[src/rtl/vga_timing_ctrl.sv]
// vga_timing_ctrl
//   Pixel timebase for the VGA output path. Divides the system clock into a
//   one-clock pixel enable, steps horizontal/vertical counters on that enable
//   and produces sync, blanking, coordinate and line/frame strobes, all in the
//   clk_in domain.
//
//   Ports
//     clk_in       system clock
//     reset_n      asynchronous active-low reset
//     enable       run request; low stops and clears the timing
//     pix_tick     one-clock pixel enable (last clock of each pixel)
//     hsync/vsync  active-low syncs (registered)
//     video_on     current (x,y) lies in the active area (registered)
//     x/y          current horizontal/vertical count
//     line_start   pix_tick on the first pixel of a line
//     frame_start  line_start on line 0
//
//   Handshake: there is no valid/ready pair; enable is a level request that is
//   sampled on every clock edge, and pix_tick qualifies x/y for exactly one
//   clock out of every DIVISOR.
module vga_timing_ctrl #(
  parameter int DIVISOR  = 2,
  parameter int H_ACTIVE = 640,
  parameter int H_FP     = 16,
  parameter int H_SYNC   = 96,
  parameter int H_BP     = 48,
  parameter int V_ACTIVE = 480,
  parameter int V_FP     = 10,
  parameter int V_SYNC   = 2,
  parameter int V_BP     = 33,
  parameter int COORD_W  = 10
) (
  input  logic               clk_in,
  input  logic               reset_n,
  input  logic               enable,
  output logic               pix_tick,
  output logic               hsync,
  output logic               vsync,
  output logic               video_on,
  output logic [COORD_W-1:0] x,
  output logic [COORD_W-1:0] y,
  output logic               line_start,
  output logic               frame_start
);

  localparam int H_TOTAL  = H_ACTIVE + H_FP + H_SYNC + H_BP;
  localparam int V_TOTAL  = V_ACTIVE + V_FP + V_SYNC + V_BP;
  localparam int HS_START = H_ACTIVE + H_FP;
  localparam int HS_END   = HS_START + H_SYNC;
  localparam int VS_START = V_ACTIVE + V_FP;
  localparam int VS_END   = VS_START + V_SYNC;
  localparam int DIV_W    = (DIVISOR > 1) ? $clog2(DIVISOR) : 1;

  localparam logic [DIV_W-1:0]   DIV_LAST = DIV_W'(DIVISOR - 1);
  localparam logic [COORD_W-1:0] H_LAST   = COORD_W'(H_TOTAL - 1);
  localparam logic [COORD_W-1:0] V_LAST   = COORD_W'(V_TOTAL - 1);

  typedef enum logic [0:0] {
    ST_STOPPED = 1'b0,
    ST_RUNNING = 1'b1
  } state_t;

  state_t             state_q, state_d;
  logic [DIV_W-1:0]   div_cnt_q, div_cnt_d;
  logic [COORD_W-1:0] hcount_q, hcount_d;
  logic [COORD_W-1:0] vcount_q, vcount_d;
  logic               hsync_q, hsync_d;
  logic               vsync_q, vsync_d;
  logic               video_on_q, video_on_d;

  logic tick;
  logic run_d;

  // With DIVISOR=1 the divider is a constant 0 that always equals DIV_LAST,
  // so the tick stays high for as long as the block runs.
  assign tick = (state_q == ST_RUNNING) && (div_cnt_q == DIV_LAST);

  always_comb begin
    state_d   = state_q;
    div_cnt_d = div_cnt_q;
    hcount_d  = hcount_q;
    vcount_d  = vcount_q;

    if (!enable) begin
      // Stop takes priority over any wrap happening in the same cycle.
      state_d   = ST_STOPPED;
      div_cnt_d = '0;
      hcount_d  = '0;
      vcount_d  = '0;
    end else if (state_q == ST_STOPPED) begin
      // Start at (0,0) with the divider at its first phase.
      state_d   = ST_RUNNING;
      div_cnt_d = '0;
      hcount_d  = '0;
      vcount_d  = '0;
    end else if (tick) begin
      div_cnt_d = '0;
      if (hcount_q == H_LAST) begin
        hcount_d = '0;
        vcount_d = (vcount_q == V_LAST) ? '0 : vcount_q + COORD_W'(1);
      end else begin
        hcount_d = hcount_q + COORD_W'(1);
      end
    end else begin
      div_cnt_d = div_cnt_q + DIV_W'(1);
    end

    // Decodes use the next-state counters so the registered outputs change
    // on the same edge as x/y.
    run_d      = (state_d == ST_RUNNING);
    video_on_d = run_d && (int'(hcount_d) < H_ACTIVE) && (int'(vcount_d) < V_ACTIVE);
    hsync_d    = !(run_d && (int'(hcount_d) >= HS_START) && (int'(hcount_d) < HS_END));
    vsync_d    = !(run_d && (int'(vcount_d) >= VS_START) && (int'(vcount_d) < VS_END));
  end

  always_ff @(posedge clk_in or negedge reset_n) begin
    if (!reset_n) begin
      state_q    <= ST_STOPPED;
      div_cnt_q  <= '0;
      hcount_q   <= '0;
      vcount_q   <= '0;
      hsync_q    <= 1'b1;
      vsync_q    <= 1'b1;
      video_on_q <= 1'b0;
    end else begin
      state_q    <= state_d;
      div_cnt_q  <= div_cnt_d;
      hcount_q   <= hcount_d;
      vcount_q   <= vcount_d;
      hsync_q    <= hsync_d;
      vsync_q    <= vsync_d;
      video_on_q <= video_on_d;
    end
  end

  assign pix_tick    = tick;
  assign line_start  = tick && (hcount_q == '0);
  assign frame_start = tick && (hcount_q == '0) && (vcount_q == '0);
  assign hsync       = hsync_q;
  assign vsync       = vsync_q;
  assign video_on    = video_on_q;
  assign x           = hcount_q;
  assign y           = vcount_q;

endmodule

[config.mk]
export PLATFORM = sky130hd
export DESIGN_NAME = vga_timing_ctrl
export DESIGN_NICKNAME = d
export VERILOG_FILES = /design/src/rtl/vga_timing_ctrl.sv
export SDC_FILE = /design/constraint.sdc
export NUM_CORES = 1
export LEC_CHECK = 0
export ABC_CLOCK_PERIOD_IN_PS = 2300
export BUFFER_PORTS_ARGS = -buffer_cell sky130_fd_sc_hd__buf_2
export CAP_MARGIN = 20
export CELL_PAD_IN_SITES_DETAIL_PLACEMENT = 2
export CELL_PAD_IN_SITES_GLOBAL_PLACEMENT = 2
export CORE_MARGIN = 2
export CORE_UTILIZATION = 35
export CTS_BUF_LIST = sky130_fd_sc_hd__clkbuf_2 sky130_fd_sc_hd__clkbuf_4 sky130_fd_sc_hd__clkbuf_8
export DETAILED_ROUTE_END_ITERATION = 16
export PLACE_DENSITY_LB_ADDON = 0.1
export SKIP_CTS_REPAIR_TIMING = 1
export SYNTH_ARGS = -nofsm -noshare
export SYNTH_HDL_FRONTEND = slang
export SYNTH_SLANG_ARGS = --single-unit
[constraint.sdc]
create_clock -name clk_in -period 2.3 [get_ports clk_in]
set_input_delay 0.46 -clock clk_in [delete_from_list [all_inputs] [get_ports clk_in]]
set_output_delay 0.46 -clock clk_in [all_outputs]
set_load 0.1 [all_outputs]
==> results.json, run 1 <==
{
  "worst-setup-path-type": "flip-flop to primary output",
  "final.setup_skew_ps": 10.8,
  "detail-route-antenna-nets": 0,
  "core-area_sq_um": 4290,
  "synth_async_reset_ratio": 1.00,
  "drt-initial-drc-count": 41,
  "post_drt_via_cell_ratio": 5.84,
  "setup-tns-final_ps": -466,
  "post_layout_nonfiller_instances": 258,
  "grt_pass1_vias": 1620,
  "gp_routability_congestion": 0.792,
  "worst_path_largest_cell_delay_ps": 520,
  "critical_path_required_ps": 1840,
  "detail_route.wirelength_mm": 5.91,
  "report.final.setup_viol": 4,
  "vdd.ir_drop.worst_v": 0.000191,
  "area_growth_syn_to_layout_pct": 32.0,
  "globalRouteTotalUtil": 0.241,
  "clkLatencyLatePin_ps": 290,
  "max-slew-margin-rel": 0.596,
  "placedInstanceArea_sq_um": 1880,
  "critical_path.slowest_cell": "sky130_fd_sc_hd__dfrtp_4",
  "dpl.cell_count": 251,
  "synthesis.instances": 165,
  "route.vias.total": 1506,
  "cts_root_buf": "sky130_fd_sc_hd__clkbuf_8",
  "design.final.nets": 214,
  "cts_tree": "built",
  "initial_core_util": 0.358,
  "post-route-period-util": 1.08,
  "grt-ovfl-total": 0,
  "report.power.total_uw": 828,
  "layout_common_cells": "sky130_fd_sc_hd__buf_2, sky130_fd_sc_hd__nor2_1, sky130_fd_sc_hd__dfrtp_2, sky130_fd_sc_hd__buf_4, sky130_fd_sc_hd__nand2_1",
  "worstPathArrival_ps": 2030,
  "die_x_um": 70.3,
  "status": "finished with violations",
  "worst_pin_slew_ps": 605,
  "dieArea_sq_um": 4940,
  "route.detailed.drc": 0,
  "critPathMaxFanout": 5,
  "timing.hold.worst.class": "primary input to asynchronous set/reset pin",
  "achievable-frequency_ghz": 0.402,
  "synth.yosys.seq_area_share": 0.409,
  "worstPathCellList": "inv_4, ha_4, nor4b_4, nand2_1, nor4_4, and4_4, buf_12",
  "regArea_sq_um": 661,
  "fin_ws_ps": -188,
  "failed_checks": "negative setup slack",
  "netlist_area_sq_um": 1540,
  "layout_commonest_cell": "sky130_fd_sc_hd__buf_2",
  "initial_antenna_violation_count": 0,
  "endpoint_kind": "primary output",
  "cts.sinks": 25,
  "post_synth.cell_area_avg_sq_um": 9.31,
  "power_density_nw_per_um2": 408,
  "rsz0062_at_grt": "yes",
  "cts_buf_count": 3,
  "ys_ff_latch": 25,
  "post_synth_num_cell_types": 45,
  "count_of_flip_flops_with_a_built_in_enable_after_synthesis": 0,
  "synthesis.yosys.warnings": 0,
  "multiInputGateArea_sq_um": 943,
  "dr.pass1.iters": 4,
  "finalMaxSlewViolations": 0,
  "placement.setup.worst_slack_ps": -69.0,
  "clock_pin_slew_on_the_worst_setup_and_hold_paths_ps": 110,
  "number_of_placed_i_o_pins": 29,
  "period_minus_slack_ps": 2490,
  "drt-wirelength-per-cell_um": 22.9,
  "antenna_cells": 0,
  "synth_nets": 172,
  "hpwlAfterDp_mm": 4.14,
  "filler_cell_count": 461,
  "final-hold-violation-count": 0,
  "max_cap_violations": 0,
  "final_layout_size_suffix_gt1_frac": 0.456,
  "largest_net_degree_at_the_start_of_global_routing": 26,
  "grt_first_pass_wirelength_mm": 9.23,
  "htreeDepth": 1,
  "fin_area_sq_um": 2030,
  "cellLeakagePower_uw": 0.000858,
  "port_buffers": 28,
  "synth_flop_cell": "sky130_fd_sc_hd__dfrtp_1",
  "max-clock-path-buffers": 2,
  "fp-row-count": 24,
  "crit_path_start_kind": "flip-flop",
  "floorplan.die.height_um": 70.3
}
==> cell families (layout without fill, tap and decap cells) <==
group / Yosys count / count (layout) / synth area share
adders and majority gates: 4 / 4 / 0.0326
AOI/OAI and AO/OA: 30 / 30 / 0.138
muxes: 1 / 1 / 0.00896
and+or+nand+nor: 81 / 81 / 0.314
buffers and inverters: 14 / 55 / 0.0399
xor gates and xnor gates: 10 / 10 / 0.0570
DFF: 25 / 25 / 0.409
==> flip-flops by register name, summed over array words and instances (netlist names) <==
signal     flops
y             10
div_cnt_q      1
video_on       1
state_q        1
vsync          1
x             10
hsync          1
==> Yosys cell counts, drive strengths merged, types with 3 or more instances <==
| library cell | n | area, sq um |
|---|---|---|
| ha | 4 | 50.1 |
| a21oi | 8 | 40.0 |
| xnor2 | 5 | 43.8 |
| o21ai | 8 | 43.8 |
| nand4 | 9 | 56.3 |
| buf | 3 | 20.0 |
| dfrtp | 23 | 576 |
| nand2b | 6 | 37.5 |
| nand3 | 10 | 60.1 |
| nor2 | 14 | 52.6 |
| nand2 | 11 | 41.3 |
| and3 | 8 | 65.1 |
| inv | 10 | 37.5 |
| a2111oi | 3 | 38.8 |
| nor3 | 8 | 56.3 |
| nor4 | 3 | 25.0 |
| and4 | 4 | 35.0 |
| xor2 | 5 | 43.8 |
==> stage by stage <==
| step | utilization | hold slack (ps) |
|---|---|---|
| after global placement | 0.438 | 493 |
| after detailed placement | 0.438 | 513 |
| after global routing | 0.472 | 205 |
| after floorplan | - | 164 |
| after CTS | 0.449 | 202 |
| final | 0.472 | 170 |
==> report_power, final <==
group | leakage, uW | internal [uW] | switching (uW)
logic | 0.000531 | 23.4 | 60.8
registers | 0.000305 | 443 | 6.90
clock network | 0.0000217 | 124 | 170
total | 0.000858 | 590 | 238
==> worst paths after layout <==
kind,start,to,slack (ps),cells past startpoint
min reg2reg,y[3],y[3],610,1
max in group asynchronous,reset_n,y[0],1680,1
max reg2reg,x[0],video_on,-110,7
max,x[1],frame_start,-190,7
min in group clk_in,enable,state_q,370,1
min,reset_n,y[9],170,1
==> final cells by class <==
type | instances | share of cell area
clock inverter | 1 | 0.00370
multi-input combinational | 126 | 0.465
sequential | 25 | 0.326
clock buffer | 3 | 0.0204
tap | 52 | 0.0321
timing repair buffer | 41 | 0.132
inverter | 10 | 0.0210
==> worst max-delay path: cells and delay by family (launching register included) <==
family / cells / cell delay [ps]
AND/OR/NAND/NOR: 4 / 860
adder cells (fa/ha/maj): 1 / 120
flip-flops: 1 / 520
buffers and inverters: 2 / 240
==> routing by layer <==
layer / GRT usage / part of all wire / vias up
li1: - / - / 683
met1: 0.317 / 0.42 / 779
met2: 0.422 / 0.54 / 35
met3: 0.0231 / 0.022 / 9
met4: 0.0598 / 0.019 / 0
met5: 0 / 0 / -
Note: power is estimated with default switching activity, not from simulation.
==> inputs of run 2 (changes only) <==
Settings changed: PLACE_DENSITY from default to 0.83, PLACE_DENSITY_LB_ADDON 0.1 to default.
==> run 2 against run 1 <==
  * The run still ends with negative setup slack left
  * Sequential share of layout area is essentially flat
  * Via count grew 0.27%
  * Die area is the same
  * First-iteration DRC count grew 78%
  * Global-route usage shrank 0.46 points
  * Cell count is the same
  * Worst hold slack gained 11 ps
  * Critical endpoint unchanged
==> results.json, run 2 (synthesized netlist as in run 1, its figures left out) <==
{
  "status": "finished with violations",
  "failed_checks": "negative setup slack",
  "crit_path_start_kind": "flip-flop",
  "worst_path_largest_cell_delay_ps": 530,
  "max_cap_violations": 0,
  "worst_pin_slew_ps": 606,
  "max-slew-margin-rel": 0.596,
  "worst-setup-path-type": "flip-flop to primary output",
  "route.vias.total": 1510,
  "finalMaxSlewViolations": 0,
  "cts_buf_count": 3,
  "layout_commonest_cell": "sky130_fd_sc_hd__buf_2",
  "grt_pass1_vias": 1679,
  "cts_tree": "built",
  "fp-row-count": 24,
  "final-hold-violation-count": 0,
  "worst_r2r_startpoint": "x[0]",
  "worstPathArrival_ps": 1930,
  "dr.pass1.iters": 4,
  "timing.critical_path.from": "x[0]",
  "htreeDepth": 1,
  "period_minus_slack_ps": 2390,
  "max-clock-path-buffers": 2,
  "number_of_placed_i_o_pins": 29,
  "port_buffers": 28,
  "filler_cell_count": 471,
  "grt-ovfl-total": 0,
  "cts.sinks": 25,
  "rsz0062_at_grt": "yes",
  "antenna_cells": 0,
  "grt_first_pass_wirelength_mm": 8.91,
  "initial_antenna_violation_count": 0,
  "groute.layer.met3.usage": 0.0260,
  "worstPathCellList": "inv_4, ha_4, nor4b_4, nand2_2, nor4_4, and4_4, buf_12",
  "cts_root_buf": "sky130_fd_sc_hd__clkbuf_8",
  "design.final.nets": 214,
  "sequential_cell_fraction_of_total_power": 0.553,
  "finish.utilization": 0.474,
  "initial_core_util": 0.358,
  "placedInstanceArea_sq_um": 1890,
  "critical_path_required_ps": 1840,
  "share_comb_of_total_power": 0.105,
  "area_growth_syn_to_layout_pct": 32.4,
  "clkLatencyLatePin_ps": 280,
  "power_density_nw_per_um2": 400,
  "switching_power_uw": 224,
  "drt-wirelength-per-cell_um": 23.4,
  "hpwlAfterDp_mm": 4.25,
  "fin_ws_ps": -89.9,
  "final_layout_size_suffix_gt1_frac": 0.471,
  "endpoint_kind": "primary output",
  "route.detailed.drc": 0,
  "detail-route-antenna-nets": 0,
  "fin_area_sq_um": 2030,
  "internal_power_uw": 590,
  "detail_route.wirelength_mm": 6.03,
  "core-area_sq_um": 4290,
  "floorplan.die.height_um": 70.3,
  "largest_net_degree_at_the_start_of_global_routing": 26,
  "critPathMaxFanout": 6,
  "post_drt_via_cell_ratio": 5.85,
  "share_clk_of_total_power": 0.342,
  "post-route-period-util": 1.04,
  "gp_routability_congestion": 0.874,
  "dieArea_sq_um": 4940,
  "timing.hold.worst.class": "primary input to asynchronous set/reset pin",
  "globalRouteTotalUtil": 0.236,
  "drt-initial-drc-count": 73,
  "die_x_um": 70.3,
  "vdd.ir_drop.worst_v": 0.000203,
  "groute.layer.met2.usage": 0.429,
  "hold-worst-slack_ps": 181,
  "cellLeakagePower_uw": 0.000856,
  "switching_share": 0.275,
  "clock_pin_slew_on_the_worst_setup_and_hold_paths_ps": 90,
  "critical_path.slowest_cell": "sky130_fd_sc_hd__dfrtp_4",
  "groute.layer.met1.usage": 0.286,
  "achievable-frequency_ghz": 0.418,
  "layout_common_cells": "sky130_fd_sc_hd__buf_2, sky130_fd_sc_hd__dfrtp_2, sky130_fd_sc_hd__nor2_1, sky130_fd_sc_hd__buf_4, sky130_fd_sc_hd__nand2_1",
  "grt-busiest-layer": "met2",
  "final.setup_skew_ps": 1.66,
  "report.final.setup_viol": 1
}
run 2: per-layer routing:
metal  part of all wire  wire length, um
met1               0.41             2500
met2               0.55             3310
met3              0.023              141
met4              0.013               79
met5                  0                0
run 2: metrics by stage:
stage	cells	power (uW)	setup slack (ps)	setup TNS [ps]
2_1_floorplan	165	501	-991	-1330
3_3_place_gp	252	535	-254	-254
3_5_place_dp	252	539	-318	-318
4_1_cts	256	818	-346	-701
5_1_grt	258	852	-198	-378
6_report	258	814	-89.9	-89.9
run 2: critical path: cells and delay by family (launching register included):
family,cells,cell delay (ps)
buffers and inverters,2,240
adders and majority gates,1,110
DFF,1,530
and+or+nand+nor,4,760
run 2: cell type report:
cell class | instances | area [sq um] | area share
clock buffer | 3 | 41.3 | 0.0203
tap | 52 | 65.1 | 0.0320
clock inverter | 1 | 7.51 | 0.00369
sequential | 25 | 662 | 0.325
inverter | 10 | 40.0 | 0.0197
multi-input combinational | 126 | 951 | 0.467
timing repair buffer | 41 | 268 | 0.132
run 2: final timing paths:
kind                                to  slack, ps  depth (start not counted)
min in group clk_in            state_q        380                          1
max                        frame_start        -90                          7
min reg2reg                       x[0]        600                          1
max in group asynchronous         y[2]       1670                          1
min                               x[0]        180                          1
max reg2reg                      vsync         20                          7
run 2: power by group through the flow:
stage               logic (uW)  clock network [uW]  registers (uW)
floorplan                 35.0                   0             466
global placement          77.2                   0             458
detailed placement        80.7                   0             458
CTS                       81.3                 287             450
global route              90.7                 311             451
finish                    85.6                 278             450
==> inputs of run 3 (changes only) <==
Settings changed: ABC_AREA from default to 1, CORE_UTILIZATION 35 to 32, PLACE_DENSITY 0.83 to 0.82.
==> run 3 against run 2 <==
  * Worst hold slack barely moved
  * The run now ends clean
  * Critical path depth did not move
  * Via count rose by 20%
  * Largest cell class unchanged
  * Sequential power fell by 0.9%
  * Worst setup slack improved by 200 ps
  * Critical endpoint unchanged
==> results.json, run 3 <==
{
  "period_minus_slack_ps": 2190,
  "worst_r2r_endpoint": "video_on",
  "initial_core_util": 0.331,
  "cts.sinks": 25,
  "placement.setup.worst_slack_ps": 194,
  "initial_antenna_violation_count": 0,
  "gp_routability_congestion": 0.929,
  "achievable-frequency_ghz": 0.456,
  "max-slew-margin-rel": 0.591,
  "r2r_slack_ps": 180,
  "detail-route-antenna-nets": 0,
  "fin_area_sq_um": 2170,
  "synth_largest_type_area_fraction": 0.316,
  "layout_commonest_cell": "sky130_fd_sc_hd__nand2_1",
  "route.detailed.drc": 0,
  "clkLatencyLatePin_ps": 280,
  "reg2regPathDepth": 11,
  "fp-row-count": 27,
  "layout_common_cells": "sky130_fd_sc_hd__nand2_1, sky130_fd_sc_hd__inv_1, sky130_fd_sc_hd__nor2_1, sky130_fd_sc_hd__nand3_1, sky130_fd_sc_hd__buf_2",
  "placedInstanceArea_sq_um": 2110,
  "post_drt_via_cell_ratio": 4.96,
  "grt_pass1_vias": 1967,
  "cellLeakagePower_uw": 0.00112,
  "floorplan.die.height_um": 79.4,
  "die_x_um": 79.4,
  "netlist_area_sq_um": 1820,
  "vdd.ir_drop.worst_v": 0.000209,
  "worst_pin_slew_ps": 614,
  "post_synth.cell_area_avg_sq_um": 6.95,
  "crit_path_start_kind": "flip-flop",
  "detail_route.wirelength_mm": 6.13,
  "core-area_sq_um": 5510,
  "grt_first_pass_wirelength_mm": 10.1,
  "status": "finished, final reports clean",
  "synth.yosys.seq_area_share": 0.345,
  "design.final.nets": 302,
  "synth_async_reset_ratio": 1.00,
  "timing.hold.worst.class": "primary input to asynchronous set/reset pin",
  "dr.pass1.iters": 4,
  "finalMaxSlewViolations": 0,
  "route.vias.total": 1816,
  "synth_top_cells_by_area": "sky130_fd_sc_hd__dfrtp_1, sky130_fd_sc_hd__nand2_1, sky130_fd_sc_hd__nand3_1, sky130_fd_sc_hd__inv_1, sky130_fd_sc_hd__nor2_1",
  "synth_largest_area_cell": "sky130_fd_sc_hd__dfrtp_1",
  "synth_nets": 269,
  "worstPathArrival_ps": 1730,
  "port_buffers": 28,
  "hpwlAfterDp_mm": 5.00,
  "worst_r2r_startpoint": "x[0]",
  "globalRouteTotalUtil": 0.207,
  "critPathMaxFanout": 5,
  "post_synth_num_cell_types": 29,
  "count_of_flip_flops_with_a_built_in_enable_after_synthesis": 0,
  "synthesis.yosys.warnings": 0,
  "grt-ovfl-total": 0,
  "synthesis.instances": 262,
  "max-clock-path-buffers": 2,
  "number_of_placed_i_o_pins": 29,
  "worst-setup-path-type": "flip-flop to primary output",
  "cts_buf_count": 3,
  "rsz0062_at_grt": "no",
  "antenna_cells": 0,
  "synth_flop_cell": "sky130_fd_sc_hd__dfrtp_1",
  "fin_ws_ps": 106,
  "final_layout_size_suffix_gt1_frac": 0.255,
  "endpoint_kind": "primary output",
  "report.final.setup_viol": 0,
  "htreeDepth": 1,
  "drt-wirelength-per-cell_um": 16.7,
  "clock_pin_slew_on_the_worst_setup_and_hold_paths_ps": 100,
  "critical_path_required_ps": 1840,
  "ys_ff_latch": 25,
  "synth.most_common_cell": "sky130_fd_sc_hd__nand2_1",
  "final-hold-violation-count": 0,
  "area_growth_syn_to_layout_pct": 19.2,
  "drt-initial-drc-count": 24,
  "cts_root_buf": "sky130_fd_sc_hd__clkbuf_8",
  "cts_tree": "built",
  "post-route-period-util": 0.954,
  "power_density_nw_per_um2": 374,
  "setup-tns-final_ps": 0,
  "max_cap_violations": 0,
  "dieArea_sq_um": 6310,
  "synth.cells.most_frequent": "sky130_fd_sc_hd__nand2_1, sky130_fd_sc_hd__inv_1, sky130_fd_sc_hd__nor2_1, sky130_fd_sc_hd__nand3_1, sky130_fd_sc_hd__dfrtp_1",
  "final.setup_skew_ps": 5.01,
  "largest_net_degree_at_the_start_of_global_routing": 26
}
## run 3: cell types whose count changed in the layout (fill, tap and decap cells not counted), sizes merged, moves of 6 or more
cell / change
buf: -11
inv: +36
nand3: +28
nand2: +61
and3: -8
nor2: +24
nand2b: -6
## run 3: cell type report
class                   instances  area, sq um
fillers                       681         3340
multi-input cells             189         1020
flip-flops and latches         25          649
repair buffers                 30          185
inverters                      46          175
well taps                      72         90.1
clock buffers                   3         41.3
clock inverters                 1         7.51
## run 3: stage by stage
stage / utilization / instances / hold WS, ps / power, uW
2_1_floorplan: - / 262 / 164 / 502
6_report: 0.394 / 366 / 180 / 810
3_5_place_dp: 0.383 / 361 / 510 / 535
3_3_place_gp: 0.383 / 361 / 510 / 534
4_1_cts: 0.392 / 365 / 196 / 823
5_1_grt: 0.394 / 366 / 219 / 837
## run 3: cell families after synthesis
group	count (synthesis)	share of synthesized area
AND/OR/NAND/NOR	167	0.461
buffers and inverters	48	0.103
flip-flops	25	0.345
AO/OA/AOI/OAI	16	0.0536
adder cells (fa/ha/maj)	4	0.0275
XOR/XNOR	2	0.00962
## run 3: how the worst max path moves through the flow
stage,from,to,slack [ps],cells past startpoint
final,x[0],frame_start,110,7
after global routing,x[0],frame_start,20,7
after CTS,x[0],frame_start,-20,7
after detailed placement,x[0],video_on,190,11
after global placement,x[0],video_on,320,11
after floorplan,x[0],frame_start,-150,6
## run 3: per-layer routing
layer  up-vias  part of all wire  global-route usage
li1        900                 -                   -
met1       890              0.44               0.251
met2        22              0.53               0.394
met3         4             0.016              0.0215
met4         0            0.0069              0.0379
met5         -                 0                   0
## run 3: report_power, final
| part | total (uW) | internal [uW] | switching (uW) |
|---|---|---|---|
| clock network | 286 | 123 | 163 |
| logic | 78.3 | 16.2 | 62.1 |
| registers | 446 | 443 | 3.06 |
## run 3: critical path, cell delays in order (launching register included)
cell,delay [ps]
sky130_fd_sc_hd__dfrtp_4,510
sky130_fd_sc_hd__inv_4,80
sky130_fd_sc_hd__ha_1,150
sky130_fd_sc_hd__nand2_1,60
sky130_fd_sc_hd__nor3_2,110
sky130_fd_sc_hd__nand3_1,160
sky130_fd_sc_hd__nor3_4,180
sky130_fd_sc_hd__buf_12,200
